### src/rtl/time_sequencer.sv
// Clock time sequencer: sequences sec/min/hour updates through an
// external 6-bit ALU, with a set mode for incrementing and decrementing fields.
module time_sequencer (
  input  logic       clk,
  input  logic       reset,
  input  logic       tick_1hz,
  input  logic       set_mode,
  input  logic [1:0] set_field,
  input  logic       set_inc,
  input  logic       set_dec,
  output logic [5:0] alu_a,
  output logic [5:0] alu_b,
  output logic [1:0] alu_s,
  output logic       alu_cin,
  input  logic [5:0] alu_data,
  input  logic       alu_cout,
  output logic [5:0] sec,
  output logic [5:0] min,
  output logic [5:0] hour,
  output logic       day_carry,
  output logic       busy,
  output logic       tick_overrun
);

  typedef enum logic [2:0] {
    IDLE, SEC, MIN, HR, EDIT
  } state_t;

  localparam logic [1:0] F_SEC = 2'b00;
  localparam logic [1:0] F_MIN = 2'b01;
  localparam logic [1:0] F_HR  = 2'b10;
  localparam logic [1:0] F_NONE = 2'b11;

  localparam logic [1:0] S_INC = 2'b10;
  localparam logic [1:0] S_DEC = 2'b11;

  state_t     r_state;
  logic       r_pending;
  logic       r_dec;
  logic [1:0] r_fld;

  logic       w_tick_ok;
  logic       w_edit_req;
  logic       w_ge60;
  logic       w_ge24;
  logic [5:0] w_sel_val;
  logic [5:0] w_fld_val;
  logic [5:0] w_max;
  logic       w_wrap;
  logic [5:0] w_edit_val;
  logic       w_unused;

  // Wrap detection uses range compares on the result only
  assign w_unused = alu_cout;

  assign w_tick_ok  = tick_1hz & ~set_mode;
  assign w_edit_req = set_mode & (set_inc ^ set_dec)
                    & (set_field != F_NONE);
  assign w_ge60 = (alu_data >= 6'd60);
  assign w_ge24 = (alu_data >= 6'd24);

  always_comb begin
    w_sel_val = sec;
    case (set_field)
      F_MIN:   w_sel_val = min;
      F_HR:    w_sel_val = hour;
      default: w_sel_val = sec;
    endcase
  end

  always_comb begin
    w_fld_val = sec;
    w_max     = 6'd59;
    w_wrap    = w_ge60;
    case (r_fld)
      F_MIN: w_fld_val = min;
      F_HR: begin
        w_fld_val = hour;
        w_max     = 6'd23;
        w_wrap    = w_ge24;
      end
      default: w_fld_val = sec;
    endcase
  end

  // Decrement of zero loads the field maximum directly
  always_comb begin
    w_edit_val = alu_data;
    if (r_dec && (w_fld_val == 6'd0))
      w_edit_val = w_max;
    else if (w_wrap)
      w_edit_val = 6'd0;
  end

  always_ff @(posedge clk) begin
    if (reset) begin
      r_state      <= IDLE;
      r_pending    <= 1'b0;
      r_dec        <= 1'b0;
      r_fld        <= F_SEC;
      sec          <= 6'd0;
      min          <= 6'd0;
      hour         <= 6'd0;
      day_carry    <= 1'b0;
      busy         <= 1'b0;
      tick_overrun <= 1'b0;
      alu_a        <= 6'd0;
      alu_b        <= 6'd0;
      alu_s        <= 2'b00;
      alu_cin      <= 1'b0;
    end else begin
      day_carry <= 1'b0;
      if ((r_state != IDLE) && w_tick_ok) begin
        if (r_pending)
          tick_overrun <= 1'b1;
        else
          r_pending <= 1'b1;
      end
      case (r_state)
        IDLE: begin
          if (!set_mode && (tick_1hz || r_pending)) begin
            if (tick_1hz && r_pending)
              tick_overrun <= 1'b1;
            r_pending <= 1'b0;
            r_state   <= SEC;
            busy      <= 1'b1;
            alu_a     <= sec;
            alu_b     <= 6'd0;
            alu_s     <= S_INC;
            alu_cin   <= 1'b1;
          end else if (w_edit_req) begin
            r_state <= EDIT;
            busy    <= 1'b1;
            r_fld   <= set_field;
            r_dec   <= set_dec;
            alu_a   <= w_sel_val;
            alu_b   <= 6'd0;
            alu_s   <= set_dec ? S_DEC : S_INC;
            alu_cin <= ~set_dec;
          end
        end
        SEC: begin
          if (w_ge60) begin
            sec     <= 6'd0;
            r_state <= MIN;
            alu_a   <= min;
          end else begin
            sec     <= alu_data;
            r_state <= IDLE;
            busy    <= 1'b0;
            alu_a   <= 6'd0;
            alu_s   <= 2'b00;
            alu_cin <= 1'b0;
          end
        end
        MIN: begin
          if (w_ge60) begin
            min     <= 6'd0;
            r_state <= HR;
            alu_a   <= hour;
          end else begin
            min     <= alu_data;
            r_state <= IDLE;
            busy    <= 1'b0;
            alu_a   <= 6'd0;
            alu_s   <= 2'b00;
            alu_cin <= 1'b0;
          end
        end
        HR: begin
          if (w_ge24) begin
            hour      <= 6'd0;
            day_carry <= 1'b1;
          end else begin
            hour <= alu_data;
          end
          r_state <= IDLE;
          busy    <= 1'b0;
          alu_a   <= 6'd0;
          alu_s   <= 2'b00;
          alu_cin <= 1'b0;
        end
        EDIT: begin
          case (r_fld)
            F_MIN:   min  <= w_edit_val;
            F_HR:    hour <= w_edit_val;
            default: sec  <= w_edit_val;
          endcase
          r_state <= IDLE;
          busy    <= 1'b0;
          alu_a   <= 6'd0;
          alu_s   <= 2'b00;
          alu_cin <= 1'b0;
        end
        default: begin
          r_state <= IDLE;
          busy    <= 1'b0;
        end
      endcase
    end
  end

endmodule

### config.mk
export PLATFORM = sky130hd
export DESIGN_NAME = time_sequencer
export DESIGN_NICKNAME = d
export VERILOG_FILES = /design/src/rtl/time_sequencer.sv
export SDC_FILE = /design/constraint.sdc
export NUM_CORES = 1
export LEC_CHECK = 0
export ABC_CLOCK_PERIOD_IN_PS = 3000
export BUFFER_PORTS_ARGS = -buffer_cell sky130_fd_sc_hd__buf_2
export CAP_MARGIN = 5
export CORE_MARGIN = 3
export CORE_UTILIZATION = 55
export DETAILED_ROUTE_END_ITERATION = 8
export PLACE_DENSITY = 0.81
export SYNTH_ARGS = -nofsm -noshare
export SYNTH_HDL_FRONTEND = slang
export SYNTH_SLANG_ARGS = --single-unit
### constraint.sdc
create_clock -name clk -period 3 [get_ports clk]
set_input_delay 0.15 -clock clk [delete_from_list [all_inputs] [get_ports clk]]
set_output_delay 0.15 -clock clk [all_outputs]
set_load 0.02 [all_outputs]
==> results of run 1 <==
path summary, 6_finish.rpt:
kind / from / endpoint / slack (ns) / depth (start not counted)
worst max register to register: r_state[2] / hour[3] / 0.67 / 5
worst min register to register: alu_s[1] / alu_s[1] / 0.47 / 2
worst max-delay path: r_state[2] / hour[3] / 0.67 / 5
worst min-delay path: set_dec / alu_s[0] / 0.14 / 2
routing by layer:
| layer | vias to the layer above | part of all wire | track usage |
|---|---|---|---|
| met5 | - | 0 | 0 |
| met4 | 0 | 0.022 | 0.0868 |
| met3 | 12 | 0.076 | 0.0632 |
| li1 | 1044 | - | - |
| met2 | 97 | 0.45 | 0.398 |
| met1 | 977 | 0.45 | 0.354 |
flip-flops by register name, summed over array words and instances, names as in the netlist:
| register | flops |
|---|---|
| sec | 6 |
| busy | 1 |
| alu_a | 6 |
| r_fld | 2 |
| r_state | 3 |
| r_pending | 1 |
| min | 6 |
| tick_overrun | 1 |
| r_dec | 1 |
| day_carry | 1 |
| alu_s | 2 |
| hour | 6 |
| alu_cin | 1 |
layout make-up:
| cell class | count | area (um^2) | share of cell area |
|---|---|---|---|
| multi-input cells | 194 | 1300 | 0.533 |
| flip-flops and latches | 37 | 741 | 0.303 |
| repair buffers | 43 | 215 | 0.0881 |
| clock buffers | 7 | 86.3 | 0.0353 |
| well taps | 48 | 60.1 | 0.0246 |
| inverters | 10 | 37.5 | 0.0154 |
per-stage QoR:
step | power (mW) | hold slack [ns]
floorplan | 0.731 | 0.276
global placement | 0.789 | 0.414
detailed placement | 0.794 | 0.437
CTS | 1.14 | 0.143
global route | 1.19 | 0.141
finish | 1.14 | 0.141
power groups by stage:
| stage | clock [mW] | sequential, mW | combinational (mW) |
|---|---|---|---|
| after floorplan | 0 | 0.574 | 0.157 |
| after global routing | 0.375 | 0.549 | 0.267 |
| after global placement | 0 | 0.554 | 0.235 |
| final | 0.350 | 0.545 | 0.243 |
| after detailed placement | 0 | 0.555 | 0.240 |
| after CTS | 0.354 | 0.544 | 0.240 |
cell families (layout without fill, tap and decap cells):
kind of cell             after synthesis  in the layout  share of synthesized area
AO/OA/AOI/OAI                         92             92                      0.331
AND/OR/NAND/NOR                       89             89                      0.224
flip-flops                            37             37                      0.343
buffers and inverters                 30             60                     0.0626
adder cells (fa/ha/maj)                5              5                     0.0290
other                                  1              6                    0.00174
XOR/XNOR                               1              1                    0.00406
multiplexers                           1              1                    0.00464
Yosys cell counts, types with 4 or more instances:
| library cell | instances |
|---|---|
| sky130_fd_sc_hd__dfxtp_1 | 37 |
| sky130_fd_sc_hd__ha_1 | 5 |
| sky130_fd_sc_hd__nand3_1 | 4 |
| sky130_fd_sc_hd__nand2b_1 | 5 |
| sky130_fd_sc_hd__o21ai_0 | 8 |
| sky130_fd_sc_hd__inv_1 | 10 |
| sky130_fd_sc_hd__a221o_1 | 6 |
| sky130_fd_sc_hd__a22o_1 | 6 |
| sky130_fd_sc_hd__nor3_1 | 13 |
| sky130_fd_sc_hd__a22oi_1 | 6 |
| sky130_fd_sc_hd__o32ai_1 | 6 |
| sky130_fd_sc_hd__nor2_1 | 26 |
| sky130_fd_sc_hd__or4_1 | 5 |
| sky130_fd_sc_hd__buf_4 | 6 |
| sky130_fd_sc_hd__nor2b_1 | 4 |
| sky130_fd_sc_hd__nand2_1 | 11 |
| sky130_fd_sc_hd__clkbuf_1 | 12 |
| sky130_fd_sc_hd__a21oi_1 | 24 |
==> reports/results.md, run 1 <==
* status: complete, no violations
* EDFF count, synth: 0
* number of placed instances, taps included: 332
* H-tree depth reported by CTS: 2
* count of port buffers added during placement: 43
* nets@finish: 311
* DR pass1 iterations: 4
* remaining antenna violation count: 0
* overall fraction of global-route tracks in use: 0.259
* post-route insts no fill: 339
* Slew headroom: 0.497
* post-route setup slack: 0.674 ns
* maximum resistive drop on vdd: 0.000247 V
* Final Hold Violating Endpoints: 0
* Buf/Inv on CP: 0
* clock insertion delay at the later pin of the skew report: 0.29 ns
* commonest cells after routing, fill and taps aside: sky130_fd_sc_hd__buf_2 (43), sky130_fd_sc_hd__dfxtp_1 (37), sky130_fd_sc_hd__nor2_1 (26), sky130_fd_sc_hd__a21oi_1 (24), sky130_fd_sc_hd__nor3_1 (13)
* sum of negative setup slack: 0 ns
* fraction of power consumed by combinational cells: 0.213
* maximum number of pins on one net before global-route repair: 28
* filler cell count: 339
* Syn Area/Cell: 8.44 um^2
* Req. time, crit path: 3.22 ns
* maximum clock insertion buffer count: 2
* Design Area, Final: 2440 um^2
* per-cell via count in the routed design: 6.28
* clock slew at the register clock pins of the worst setup and hold paths: 0.07 ns
* core area: 3720 um^2
* sw power: 351 uW
* Flop pwr share: 0.479
* wire length of the first global-routing pass: 9.14 mm
* top post-synthesis cells by area: sky130_fd_sc_hd__dfxtp_1 (34%), sky130_fd_sc_hd__a21oi_1 (5.6%), sky130_fd_sc_hd__nor2_1 (4.5%), sky130_fd_sc_hd__nor3_1 (3.0%), sky130_fd_sc_hd__ha_1 (2.9%)
* top cell family by delay on the critical path: simple AND/OR/NAND/NOR gates
* worst hold-check path type: input port to flip-flop
* cell type with the largest total area after synthesis: sky130_fd_sc_hd__dfxtp_1
* setup repair after global routing missed its margin: no
* nature of the critical path startpoint: flip-flop
* final slew viol count: 0
* die extent in x: 68.7 um
* transition time at the pin with the least slew margin: 0.755 ns
* number of DRC markers after the initial detailed-route iteration: 134
* Internal: 787 uW
* total wirelength of the detailed-routed design: 5.79 mm
* count of max-cap constraint violations: 0
* grt total ovfl: 0
* routed length per placed instance: 17.1 um
* final worst path period share: 0.775
* number of instances in the synthesized netlist: 256
* biggest cell delay along the critical path: 0.75 ns
* most common cell after layout, fill and taps aside: sky130_fd_sc_hd__buf_2
* post-synthesis cell area: 2160 um^2
* Setup Viol. Count Final: 0
* critical path endpoint category: flip-flop
* area of the die: 4710 um^2
* switching power share of the total: 0.308
* leakage power figure: 1.01 nW
* Seq cells post-synth: 37
* Max Fanout on Critical Path: 21
* I/O pin count: 51
* chip height: 68.7 um
* cell area reported after detailed placement: 2360 um^2
* clock network fraction of design power: 0.308
* clock sink count: 37
* GP Congestion: 0.871
* initial antenna violation count: 0
* sequence of cells on the critical path: nand4bb_1 > nand2_1 > o21ai_0 > or4_1 > o211ai_2
* CP max-delay cell: sky130_fd_sc_hd__dfxtp_1
* share of the synthesized area in the top cell type: 0.343
* Yosys warning total: 0
* primary flip-flop cell chosen by synthesis mapping: sky130_fd_sc_hd__dfxtp_1
* Achievable Freq: 430 MHz
* Via Count: 2130
* effective utilization at floorplan: 0.581
* worst slack at placement: 0.727 ns
* proportion of register bits with asynchronous set or reset after synthesis: 0
* area added between synthesis and finish: 13.1%
* row count: 22
* remaining design rule violation count: 0
* Arrival @ worst endpoint: 2.55 ns
* Root Buffer Master: sky130_fd_sc_hd__clkbuf_8
* Final Core Density: 0.657
* critical path class: flip-flop to flip-flop
* CTS resizes: 0
* power per cell area: 466 nW/um^2
* # diodes: 0
* clock tree from TritonCTS: built
* fraction of layout instances using a drive strength above 1: 0.220
* worst clock skew: 0.00573 ns
* number of buffers created by CTS: 5
* number of buffers inserted by post-CTS setup repair: 0
* vias in the first global route: 1812
* quantity of hold-fixing buffers added after cts: 0
* detailed placement HPWL: 4.23 mm
* part of the Yosys area used for sequential elements: 0.343
* post-layout minimum cycle time: 2.33 ns
* number of distinct library cells after synthesis: 57
(Power assumes the default switching activity.)
==> run 2, diff against run 1 <==
ABC_CLOCK_PERIOD_IN_PS = 1900   (was 3000)
CORE_UTILIZATION = 48   (was 55)
PLACE_DENSITY = 0.75   (was 0.81)
clock period = 1.9 ns   (was 3 ns; I/O delays follow)
==> reports/results.md, run 2 (synthesized netlist as in run 1, its figures left out) <==
* status: finished with violations
* failing checks: negative setup slack
* Setup Viol. Count Final: 10
* clock tree from TritonCTS: built
* worst clock skew: 0.00614 ns
* Critical Path Start: r_fld[1]
* # diodes: 0
* Via Count: 2339
* count of max-cap constraint violations: 0
* R2R depth: 6
* Req. time, crit path: 2.12 ns
* GP Congestion: 0.894
* quantity of hold-fixing buffers added after cts: 0
* sequential cell area: 749 um^2
* critical path class: flip-flop to flip-flop
* vias in the first global route: 2199
* most common cell after layout, fill and taps aside: sky130_fd_sc_hd__buf_2
* per-cell via count in the routed design: 6.25
* I/O pin count: 51
* initial antenna violation count: 0
* number of stages on the worst hold path: 2
* overall fraction of global-route tracks in use: 0.266
* Arrival @ worst endpoint: 2.24 ns
* clock insertion delay at the later pin of the skew report: 0.29 ns
* Final Hold Violating Endpoints: 0
* routed length per placed instance: 18.1 um
* post-route insts no fill: 374
* WHS Endpoint: alu_s[0]
* H-tree depth reported by CTS: 2
* area of the die: 5340 um^2
* hold path startpoint: set_dec
* setup repair after global routing missed its margin: yes
* post-route setup slack: -0.120 ns
* commonest cells after routing, fill and taps aside: sky130_fd_sc_hd__buf_2 (43), sky130_fd_sc_hd__dfxtp_1 (32), sky130_fd_sc_hd__buf_4 (30), sky130_fd_sc_hd__nor2_1 (26), sky130_fd_sc_hd__a21oi_1 (24)
* grt total ovfl: 0
* final slew viol count: 0
* Max Fanout on Critical Path: 5
* slack of the worst reg-to-reg path: -0.12 ns
* final worst path period share: 1.06
* die extent in x: 73.1 um
* power per cell area: 662 nW/um^2
* detailed placement HPWL: 5.01 mm
* number of DRC markers after the initial detailed-route iteration: 195
* worst slack at placement: -0.0917 ns
* wire length of the first global-routing pass: 11.1 mm
* area added between synthesis and finish: 30.2%
* row count: 23
* post-layout minimum cycle time: 2.02 ns
* effective utilization at floorplan: 0.518
* maximum clock insertion buffer count: 2
* Design Area, Final: 2810 um^2
* number of buffers created by CTS: 5
* Root Buffer Master: sky130_fd_sc_hd__clkbuf_8
* nature of the critical path startpoint: flip-flop
* filler cell count: 349
* beginning of the worst register-to-register path: r_fld[1]
* fraction of layout instances using a drive strength above 1: 0.349
* cell area reported after detailed placement: 2640 um^2
* critical path endpoint category: flip-flop
* number of buffers inserted by post-CTS setup repair: 0
* DR pass1 iterations: 4
* count of port buffers added during placement: 43
* nets@finish: 343
* remaining antenna violation count: 0
* clock sink count: 37
* total wirelength of the detailed-routed design: 6.76 mm
* worst hold-check path type: input port to flip-flop
* area of the multi-input gates: 1420 um^2
* core area: 4170 um^2
* remaining design rule violation count: 0
* worst r2r dst: hour[3]
* chip height: 73.1 um
* leakage power figure: 1.20 nW
* clock slew at the register clock pins of the worst setup and hold paths: 0.08 ns
* maximum number of pins on one net before global-route repair: 27
* Achievable Freq: 495 MHz
* number of placed instances, taps included: 366
* maximum resistive drop on vdd: 0.000384 V
## run 2: through the flow
step / power [mW] / util / TNS [ns] / hold WS (ns)
floorplan: 1.17 / - / -0.0927 / 0.221
global placement: 1.31 / 0.633 / -0.278 / 0.363
detailed placement: 1.32 / 0.633 / -0.406 / 0.365
CTS: 1.85 / 0.659 / -0.321 / 0.0698
global route: 1.95 / 0.674 / -1.13 / 0.0762
finish: 1.86 / 0.674 / -0.540 / 0.0683
## run 2: per-layer routing
metal	track usage	vias up	wire length, um
met1	0.352	1107	3010
met4	0.0717	0	122
met3	0.0468	19	470
met5	0	-	0
met2	0.442	111	3160
li1	-	1102	-
## run 2: cell type report
cell class / instances / share of cell area
timing repair buffer: 75 / 0.165
multi-input combinational: 194 / 0.504
clock buffer: 6 / 0.0258
clock inverter: 2 / 0.00356
sequential: 37 / 0.266
tap: 50 / 0.0222
inverter: 10 / 0.0133
## run 2: how the worst max path moves through the flow
stage | to | cells past startpoint
final | hour[3] | 6
after global routing | sec[4] | 6
after CTS | hour[3] | 5
after detailed placement | sec[1] | 6
after global placement | sec[0] | 6
after floorplan | hour[3] | 5
## run 2: worst max-delay path: stages, from the launching register on
cell	delay [ns]
sky130_fd_sc_hd__dfxtp_1	0.38
sky130_fd_sc_hd__ha_1	0.28
sky130_fd_sc_hd__nand4bb_1	0.32
sky130_fd_sc_hd__nand2_1	0.22
sky130_fd_sc_hd__o21ai_0	0.15
sky130_fd_sc_hd__or4_1	0.52
sky130_fd_sc_hd__o211ai_2	0.08
## run 2: power by group
part,switching (mW),internal (mW)
combinational,0.289,0.188
clock,0.285,0.254
sequential,0.0311,0.817
total,0.605,1.26
## run 2: repair_timing
action | 4_1_cts | 5_1_grt
gates resized for setup | 5 | 11
pin swaps | 1 | 5
setup endpoints to repair | 10 | 18
cloned | 0 | 0
